File: src/rtl/cdb_arbiter.sv
// Common data bus arbiter: two skid FIFOs (EXE, MEM) feeding one registered
// broadcast per cycle, oldest-first with a starvation guard, stall and flush.
module cdb_arbiter #(
  parameter int DEPTH        = 2,
  parameter int STARVE_LIMIT = 4
) (
  input  logic        CLK,
  input  logic        RESET,
  input  logic        flush,
  input  logic        cdb_stall,
  input  logic        exe_valid,
  output logic        exe_ready,
  input  logic [5:0]  exe_map,
  input  logic [4:0]  exe_reg,
  input  logic [31:0] exe_val,
  input  logic [31:0] exe_instr_num,
  input  logic        exe_regwr,
  input  logic        mem_valid,
  output logic        mem_ready,
  input  logic [5:0]  mem_map,
  input  logic [4:0]  mem_reg,
  input  logic [31:0] mem_val,
  input  logic [31:0] mem_instr_num,
  input  logic        mem_regwr,
  output logic        cdb_valid,
  output logic [5:0]  cdb_map,
  output logic [4:0]  cdb_reg,
  output logic [31:0] cdb_val,
  output logic [31:0] cdb_instr_num,
  output logic        cdb_regwr,
  output logic        cdb_src
);

  localparam int PTR_W = $clog2(DEPTH);
  localparam int CNT_W = $clog2(DEPTH + 1);
  localparam int STV_W = $clog2(STARVE_LIMIT + 1);

  typedef struct packed {
    logic [5:0]  map;
    logic [4:0]  rd;
    logic [31:0] val;
    logic [31:0] num;
    logic        regwr;
  } entry_t;

  // Index 0 is EXE, index 1 is MEM, matching the cdb_src encoding.
  entry_t             fifo_q    [2][DEPTH];
  logic [PTR_W-1:0]   wr_ptr_q  [2];
  logic [PTR_W-1:0]   wr_ptr_d  [2];
  logic [PTR_W-1:0]   rd_ptr_q  [2];
  logic [PTR_W-1:0]   rd_ptr_d  [2];
  logic [CNT_W-1:0]   count_q   [2];
  logic [CNT_W-1:0]   count_d   [2];
  logic [STV_W-1:0]   starve_q  [2];
  logic [STV_W-1:0]   starve_d  [2];
  logic               ready_q;
  logic               ready_d;
  entry_t             cdb_q;
  entry_t             cdb_d;
  logic               cdb_valid_q;
  logic               cdb_valid_d;
  logic               cdb_src_q;
  logic               cdb_src_d;

  entry_t             push_data [2];
  logic               push_req  [2];
  logic               ready     [2];
  logic               push      [2];
  logic               pop       [2];
  logic               nonempty  [2];
  entry_t             head      [2];
  logic               grant;
  logic               do_pop;
  logic               exe_older;

  assign push_data[0] = '{map: exe_map, rd: exe_reg, val: exe_val, num: exe_instr_num, regwr: exe_regwr};
  assign push_data[1] = '{map: mem_map, rd: mem_reg, val: mem_val, num: mem_instr_num, regwr: mem_regwr};
  assign push_req[0]  = exe_valid;
  assign push_req[1]  = mem_valid;

  // NOTE: every always_comb output gets a default first so no path infers a latch.
  always_comb begin
    ready_d     = 1'b1;
    cdb_d       = cdb_q;
    cdb_valid_d = cdb_valid_q;
    cdb_src_d   = cdb_src_q;
    grant       = 1'b0;

    for (int s = 0; s < 2; s++) begin
      ready[s]    = ready_q && (count_q[s] < CNT_W'(DEPTH));
      push[s]     = push_req[s] && ready[s] && !flush;
      nonempty[s] = (count_q[s] != '0);
      head[s]     = fifo_q[s][rd_ptr_q[s]];
    end

    // Wrap-safe age compare on sequence numbers; ties go to MEM.
    exe_older = $signed(head[0].num - head[1].num) < 0;

    if (nonempty[0] && nonempty[1]) begin
      if (starve_q[0] == STV_W'(STARVE_LIMIT))      grant = 1'b0;
      else if (starve_q[1] == STV_W'(STARVE_LIMIT)) grant = 1'b1;
      else                                          grant = !exe_older;
    end else begin
      grant = !nonempty[0];
    end

    do_pop = !cdb_stall && !flush && (nonempty[0] || nonempty[1]);

    for (int s = 0; s < 2; s++) begin
      pop[s]      = do_pop && (grant == s[0]);
      wr_ptr_d[s] = wr_ptr_q[s] + PTR_W'(push[s]);
      rd_ptr_d[s] = rd_ptr_q[s] + PTR_W'(pop[s]);
      count_d[s]  = count_q[s] + CNT_W'(push[s]) - CNT_W'(pop[s]);
      starve_d[s] = starve_q[s];
      if (!cdb_stall) begin
        if (!nonempty[s] || pop[s])
          starve_d[s] = '0;
        else if (starve_q[s] != STV_W'(STARVE_LIMIT))
          starve_d[s] = starve_q[s] + 1'b1;
      end
      if (flush) begin
        wr_ptr_d[s] = '0;
        rd_ptr_d[s] = '0;
        count_d[s]  = '0;
        starve_d[s] = '0;
      end
    end

    if (flush) begin
      cdb_valid_d = 1'b0;
    end else if (!cdb_stall) begin
      cdb_valid_d = do_pop;
      if (do_pop) begin
        cdb_d     = head[grant];
        cdb_src_d = grant;
      end
    end
  end

  // NOTE: sequential state uses non-blocking assignments so every flop samples pre-edge values.
  always_ff @(posedge CLK or negedge RESET) begin
    if (!RESET) begin
      for (int s = 0; s < 2; s++) begin
        wr_ptr_q[s] <= '0;
        rd_ptr_q[s] <= '0;
        count_q[s]  <= '0;
        starve_q[s] <= '0;
      end
      ready_q     <= 1'b0;
      cdb_q       <= '0;
      cdb_valid_q <= 1'b0;
      cdb_src_q   <= 1'b0;
    end else begin
      for (int s = 0; s < 2; s++) begin
        wr_ptr_q[s] <= wr_ptr_d[s];
        rd_ptr_q[s] <= rd_ptr_d[s];
        count_q[s]  <= count_d[s];
        starve_q[s] <= starve_d[s];
      end
      ready_q     <= ready_d;
      cdb_q       <= cdb_d;
      cdb_valid_q <= cdb_valid_d;
      cdb_src_q   <= cdb_src_d;
    end
  end

  // NOTE: FIFO storage has no reset; count_q alone decides which slots are live.
  always_ff @(posedge CLK) begin
    for (int s = 0; s < 2; s++) begin
      if (push[s]) fifo_q[s][wr_ptr_q[s]] <= push_data[s];
    end
  end

  assign exe_ready     = ready[0];
  assign mem_ready     = ready[1];
  assign cdb_valid     = cdb_valid_q;
  assign cdb_map       = cdb_q.map;
  assign cdb_reg       = cdb_q.rd;
  assign cdb_val       = cdb_q.val;
  assign cdb_instr_num = cdb_q.num;
  assign cdb_regwr     = cdb_q.regwr;
  assign cdb_src       = cdb_src_q;

endmodule

File: config.mk
export PLATFORM = sky130hd
export DESIGN_NAME = cdb_arbiter
export DESIGN_NICKNAME = d
export VERILOG_FILES = /design/src/rtl/cdb_arbiter.sv
export SDC_FILE = /design/constraint.sdc
export NUM_CORES = 1
export LEC_CHECK = 0
export CAP_MARGIN = 30
export CORE_MARGIN = 3
export CORE_UTILIZATION = 49
export DETAILED_ROUTE_END_ITERATION = 8
export GPL_ROUTABILITY_DRIVEN = 0
export PLACE_DENSITY_LB_ADDON = 0.3
export SLEW_MARGIN = 20
export SYNTH_ARGS = -nofsm -noshare
export SYNTH_HDL_FRONTEND = slang
export SYNTH_SLANG_ARGS = --single-unit
File: constraint.sdc
create_clock -name CLK -period 3.61 [get_ports CLK]
set_clock_uncertainty 0.1 [all_clocks]
set_input_delay 0.9025 -clock CLK [delete_from_list [all_inputs] [get_ports CLK]]
set_output_delay 0.9025 -clock CLK [all_outputs]
set_load 0.02 [all_outputs]
-- After elaboration in Yosys (flattened, before gate mapping)
Memory sizes are Yosys's and may differ from the RTL's.
Cells that the tools add are included.
- add/subtract/negate cells: 11
- $lt $le $gt $ge: 10
- equality and inequality tests: 5
- muxes and demuxes: 36
- bitwise gates (word level): 8
- reductions and logical operators: 28
- operators by type and width (operator ; number):
    $mux W76 ; 11
    $mux W152 ; 2
    $demux W76 S1 ; 2
    $lt A32 B1 Y1 const B ; 1
    $sub A32 B32 Y32 ; 1
    $mux W3 ; 8
    $logic_and A1 B1 Y1 ; 13
    $mux W1 ; 11
    $ge A2 B2 Y1 const B ; 5
    $not A1 Y2 ; 5
    $add A3 B1 Y3 const B ; 2
    $eq A3 B3 Y1 const B ; 2
    $ne A3 B3 Y1 const B ; 2
    $reduce_bool A3 Y1 ; 2
    $logic_not A1 Y1 ; 5
    $add A1 B1 Y1 ; 4
    $add A2 B1 Y2 ; 2
    $lt A2 B1 Y1 const B ; 2
    $lt A2 B2 Y1 const B ; 2
    $mux W2 ; 2
    $reduce_and A2 Y1 ; 2
    $reduce_bool A2 Y1 ; 2
    $sub A2 B1 Y2 ; 2
    $logic_or A1 B1 Y1 ; 3
    other kinds (3) ; 5
- flip-flop bits (word level): 93
- memory bits (writable): 304
- input bits: 158
- output and inout bits: 80
- logic and storage cells: 115
- memories kept: 1
- memory list (name ; words ; width ; read ports ; clocked after memory_dff ; wr ports ; line ; source):
    fifo_q ; 2 ; 152 ; 2 ; 0 ; 2 ; 47 ; entry_t fifo_q [2][DEPTH];

-- Longest topological paths before layout
Gate-level depths: netlist (run 1).
- depth after elaboration: 16
- gate-level depth with buffers: 17
- depth with buffers taken out: 14

-- Worst setup path before layout (run 1)
Ideal clock, no wire load.
- kind: register to register
- start: reg rd_ptr_q[1] (netlist bit)
- end: reg count_q[0] (netlist bit)
- library setup time: 0.132 ns
- arrival time: 3.601 ns
- data required time: 3.378 ns
- setup slack: -0.223 ns
- cell stages (with the launch flop): 17
- buffers on the path: 3
- period minus slack after synthesis: 3.833 ns
- cells stage by stage: dfrtp_1 > buf_2 > clkbuf_1 > mux2_2 > ha_1 > nand4_1 > nor4_2 > o311ai_1 > a21boi_2 > mux2i_1 > or2_1 > buf_4 > nor2_1 > ha_1 > inv_1 > ha_1 > nor2b_1
- RTL lines (item ; line ; source):
    start: declaration ; 50 ; logic [PTR_W-1:0] rd_ptr_q [2];
    start signal: indexed assignment ; 156 ; rd_ptr_q[s] <= rd_ptr_d[s];
    end signal: indexed assignment ; 157 ; count_q[s] <= count_d[s];
    end: declaration ; 52 ; logic [CNT_W-1:0] count_q [2];

-- Final worst setup path (run 1)
- start: reg rd_ptr_q[1] (netlist bit)
- end: reg cdb_q (netlist bit cdb_instr_num[5])
- cells in the longest elaborated chain, start to end: 14
- RTL lines (item ; line ; source):
    $not A1 Y2 (implied by the code) * ; 93 ; head[s] = fifo_q[s][rd_ptr_q[s]];
    $mux W76 (implied by the code) * (3 in series) ; 93 ;
    $sub A32 B32 Y32 ; 97 ; exe_older = $signed(head[0].num - head[1].num) < 0;
    $lt A32 B1 Y1 ; 97 ;
    $logic_not A1 Y1 ; 102 ; else grant = !exe_older;
    $mux W1 ; 101 ; else if (starve_q[1] == STV_W'(STARVE_LIMIT)) grant = 1'b1;
    $mux W1 ; 100 ; if (starve_q[0] == STV_W'(STARVE_LIMIT)) grant = 1'b0;
    $mux W1 ; 99 ; if (nonempty[0] && nonempty[1]) begin
    $not A1 Y2 (implied by the code) ; 134 ; cdb_d = head[grant];
    $mux W76 (implied by the code) * (3 in series) ; 134 ;
    end signal: assignment ; 150 ; cdb_q <= '0;
    end signal: assignment ; 161 ; cdb_q <= cdb_d;
    end: declaration ; 58 ; entry_t cdb_q;
Mark *: on every way between the ends. The rest lies on a longest branch, timed or not. The select of a mux whose other input is x is not followed.
A chain may end at the register's enable or synchronous reset.

==> results by group, run 1 <==
Outcome
  – Status: complete, but fails checks
  – Failing checks: negative setup slack

Yosys
  – YS warnings: 0
  – Syn nets: 1,200
  – Sequential element share of the synthesized area: 0.7192
  – Synth unique cells: 44
  – Dominant cell type by area after synthesis: edfxtp_1
  – Synth Register Bits: slightly below 400
  – Yosys top cell area share: 0.5731
  – Area contributors post-synth: edfxtp_1, dfrtp_1, mux2i_1, a22o_1, ha_1
  – Mean Syn Cell Area: approximately 16 sq um
  – Cell count after synthesis: 1,000
  – Syn Std Cell Area: 15,930 sq um

Clocking
  – Clk root buf: clkbuf_16
  – Htree depth: 2
  – TritonCTS Buffers: 42
  – CTS sink count: 397
  – CTS Buffer Depth: 3
  – Skew-Pair Late Insertion Delay: 0.53 ns
  – CTS tree: done
  – CTS hold repair buffers: 0
  – CTS clk-pin slew, worst paths: 0.05 ns

Drt
  – Vias post-DR: 9,562
  – Final wirelength: between 30 and 40 mm
  – Antenna Nets Post-Route: 0
  – Via density: 5.436
  – DR pass1 iterations: 6
  – Post-DR wirelength/cell: 21.48 um
  – # DRC: 0
  – DRT iter0 DRCs: between 600 and 700

Finish
  – Most frequent cells in the layout: edfxtp_1, clkdlybuf4s50_1, mux2i_1
  – Layout cells sized above 1: 0.1467
  – Final Core Density: 0.6635
  – Final #Nets: roughly 1,500
  – Area Overhead vs Synth: 32.46%
  – Register Area: 11,460 sq um
  – Max reg flops: 304
  – Fillers: 2,219
  – Multi-input gate area: between 4000 and 5000 sq um
  – Commonest non-fill, non-tap cell in the layout: edfxtp_1

Global route
  – Initial antenna violation count: 3
  – Wire length of the first global-routing pass: 58.55 mm
  – Total grt overflow: 0
  – Vias in the first global route: 10,040
  – Largest net degree at the start of global routing: 96
  – GRT Overall Usage: 0.2156

Worst setup path
  – Critical Path Source Type: flop
  – Reg2Reg Setup Slack: -0.02 ns
  – Critical Path Slowest Stage Cell: dfrtp_4
  – Reg-to-Reg Start: rd_ptr_q[1]$_DFF_PN0_
  – CP arrival: 3.94 ns
  – Required time worst endpoint: between 3 and 4 ns
  – Crit Path Max Fanout: 22
  – Slowest stage delay, CP: 0.55 ns
  – R2R depth: 14
  – Worst-path cell chain: buf_6 > buf_16 > mux2_2 > ha_1 > and4_1 > a221o_1 > a21boi_4 > mux2i_2 > buf_4 > nor2_4 > buf_4 > buf_12 > o21a_1 > a22o_1
  – Cell mode on critical path: buf_4
  – Critical path capture point type: flop
  – CP Class: reg2reg
  – FF-to-FF End: cdb_instr_num[5]$_DFFE_PN0P_

Placed design
  – Dpl hpwl: ~24 mm
  – Number of port buffers: between 200 and 250

STA
  – RSZ-0062 raised after global routing: yes
  – Final worst slack: -0.02371 ns
  – Rel. slew slack: 0.4671
  – Maximum clock rate: between 200 and 300 MHz
  – Final hold vios: 0
  – Max Slew Vio Count: 0
  – Worst slew pin tran: approximately 0.8 ns
  – # setup viols final: 2
  – Tmin final: around 3.6 ns
  – Final Cycle Share: 1.007

Floorplanning
  – Row cnt: 65
  – Io pins: approximately 240
  – Die Ht: roughly 190 um
  – Core area: 31,800 sq um
  – Die W: 186.3 um
  – Area of the die: around 35,000 sq um
  – Initial Util: 0.5009

Pwr
  – Max IR drop VDD: 489.0 uV
  – Pwr Total: about 13 mW
  – Leakage: 7.693 nW
  – PwrDens: 633.2 nW/um^2

Run
  – Max Cap Viol: 0

Min path
  – Hold crit path type: in2async
## area by class of cell
class,count,share of cell area
Sequential cell,397,0.5433
Tap cell,435,0.02579
Antenna cell,2,0.0002372
Clock buffer,60,0.05592
Multi-Input combinational cell,535,0.2146
Clock inverter,15,0.008480
Timing Repair Buffer,302,0.1494
Inverter,13,0.002313
## critical path, delay by kind of cell, from the launching register on
kind            cells  cell delay, ns
fa+ha+maj           1            0.29
buf+inv             5            0.80
flops               1            0.55
mux                 2            0.54
simple gates        2            0.23
compound gates      4            0.99
## cells in the mapped netlist
master and instances:
a221oi_1 1, a211oi_1 2, buf_2 15, a22o_1 75
a21boi_2 1, o211a_1 3, and4_1 2, or2_1 1
a31oi_1 1, edfxtp_1 304, nor3_1 3, a32o_1 2
a221o_1 1, a211o_1 1, a21o_1 2, mux2_4 1
o21ai_0 7, inv_1 13, or4_1 1, and2_1 1
xnor2_1 5, nand3b_1 2, nor4_2 1, nand2b_1 1
nor2_1 15, o311ai_1 2, mux2_2 31, mux2i_1 123
nand3_1 2, ha_1 42, nand4_1 6, nor2b_1 7
a31o_2 1, buf_1 8, xor2_1 4, conb_1 1
o21a_1 31, nand2_1 89, buf_4 3, a2bb2oi_1 1
dfrtp_1 93, clkbuf_1 29, a21oi_1 65, or3_1 1
## logic make-up (layout without fill, tap and decap cells)
kind of cell / Yosys count / after routing / share of synthesized area
simple gates: 132 / 132 / 0.03605
flops: 397 / 397 / 0.7192
other cells: 1 / 3 / 0.0002354
compound gates: 196 / 196 / 0.08852
xor+xnor: 9 / 9 / 0.004948
buf+inv: 68 / 390 / 0.01791
mux: 155 / 155 / 0.1001
fa+ha+maj: 42 / 42 / 0.03299
## per-layer routing
layer,vias up,global-route usage,wire (um)
li1,4422,-,-
met1,4793,0.2905,15890
met2,279,0.3658,19060
met3,66,0.03569,1888
met4,2,0.06223,928
met5,-,0,11
## timing repair
action | 4_1_cts | 5_1_grt
cloned | 2 | 0
endpoints found under the setup margin | 74 | 83
gates resized for setup | 20 | 26
pin swaps | 12 | 9
hold endpoints to repair | 0 | 0
setup buffers | 4 | 1
## worst max path at each step
stage	depth (start not counted)	to	from	slack [ns]
finish	14	cdb_instr_num[5]$_DFFE_PN0P_	rd_ptr_q[1]$_DFF_PN0_	-0.02
CTS	14	cdb_instr_num[5]$_DFFE_PN0P_	rd_ptr_q[1]$_DFF_PN0_	-0.03
global route	16	count_q[2]$_DFF_PN0_	rd_ptr_q[1]$_DFF_PN0_	-0.12
detailed placement	13	cdb_val[27]$_DFFE_PN0P_	rd_ptr_q[1]$_DFF_PN0_	-0.1
floorplan	5	fifo_q[0][0]$_DFFE_PP_	flush	-0.14
global placement	14	count_q[0]$_DFF_PN0_	rd_ptr_q[1]$_DFF_PN0_	-0.04
## where the power goes
part | switching (mW) | internal [mW]
combinational | 1.67 | 1.67
sequential | 0.343 | 5.45
clock | 1.67 | 2.56
total | 3.68 | 9.68
## per-stage QoR
step	hold WS, ns	setup TNS [ns]	std cells	setup slack, ns	instance area (sq um)
3_3_place_gp	0.3679	-0.05919	1676	-0.03652	19370
4_1_cts	0.3824	-0.1417	1756	-0.03067	20930
3_5_place_dp	0.3774	-3.012	1676	-0.09726	19370
6_report	0.3466	-0.03637	1759	-0.02371	21100
5_1_grt	0.4140	-3.888	1759	-0.1221	21100
2_1_floorplan	0.3913	-41.24	1000	-0.1356	15950
(Power assumes the default switching activity.)
==> inputs of run 2 (changes only) <==
--- a/config.mk
+++ b/config.mk
@@ -11,6 +11,7 @@
 export DETAILED_ROUTE_END_ITERATION = 8
 export GPL_ROUTABILITY_DRIVEN = 0
 export PLACE_DENSITY_LB_ADDON = 0.3
+export SKIP_LAST_GASP = 1
 export SLEW_MARGIN = 20
 export SYNTH_ARGS = -nofsm -noshare
 export SYNTH_HDL_FRONTEND = slang
==> results of run 2 <==
The final DEF is identical to that of run 1; final timing and power are the same.
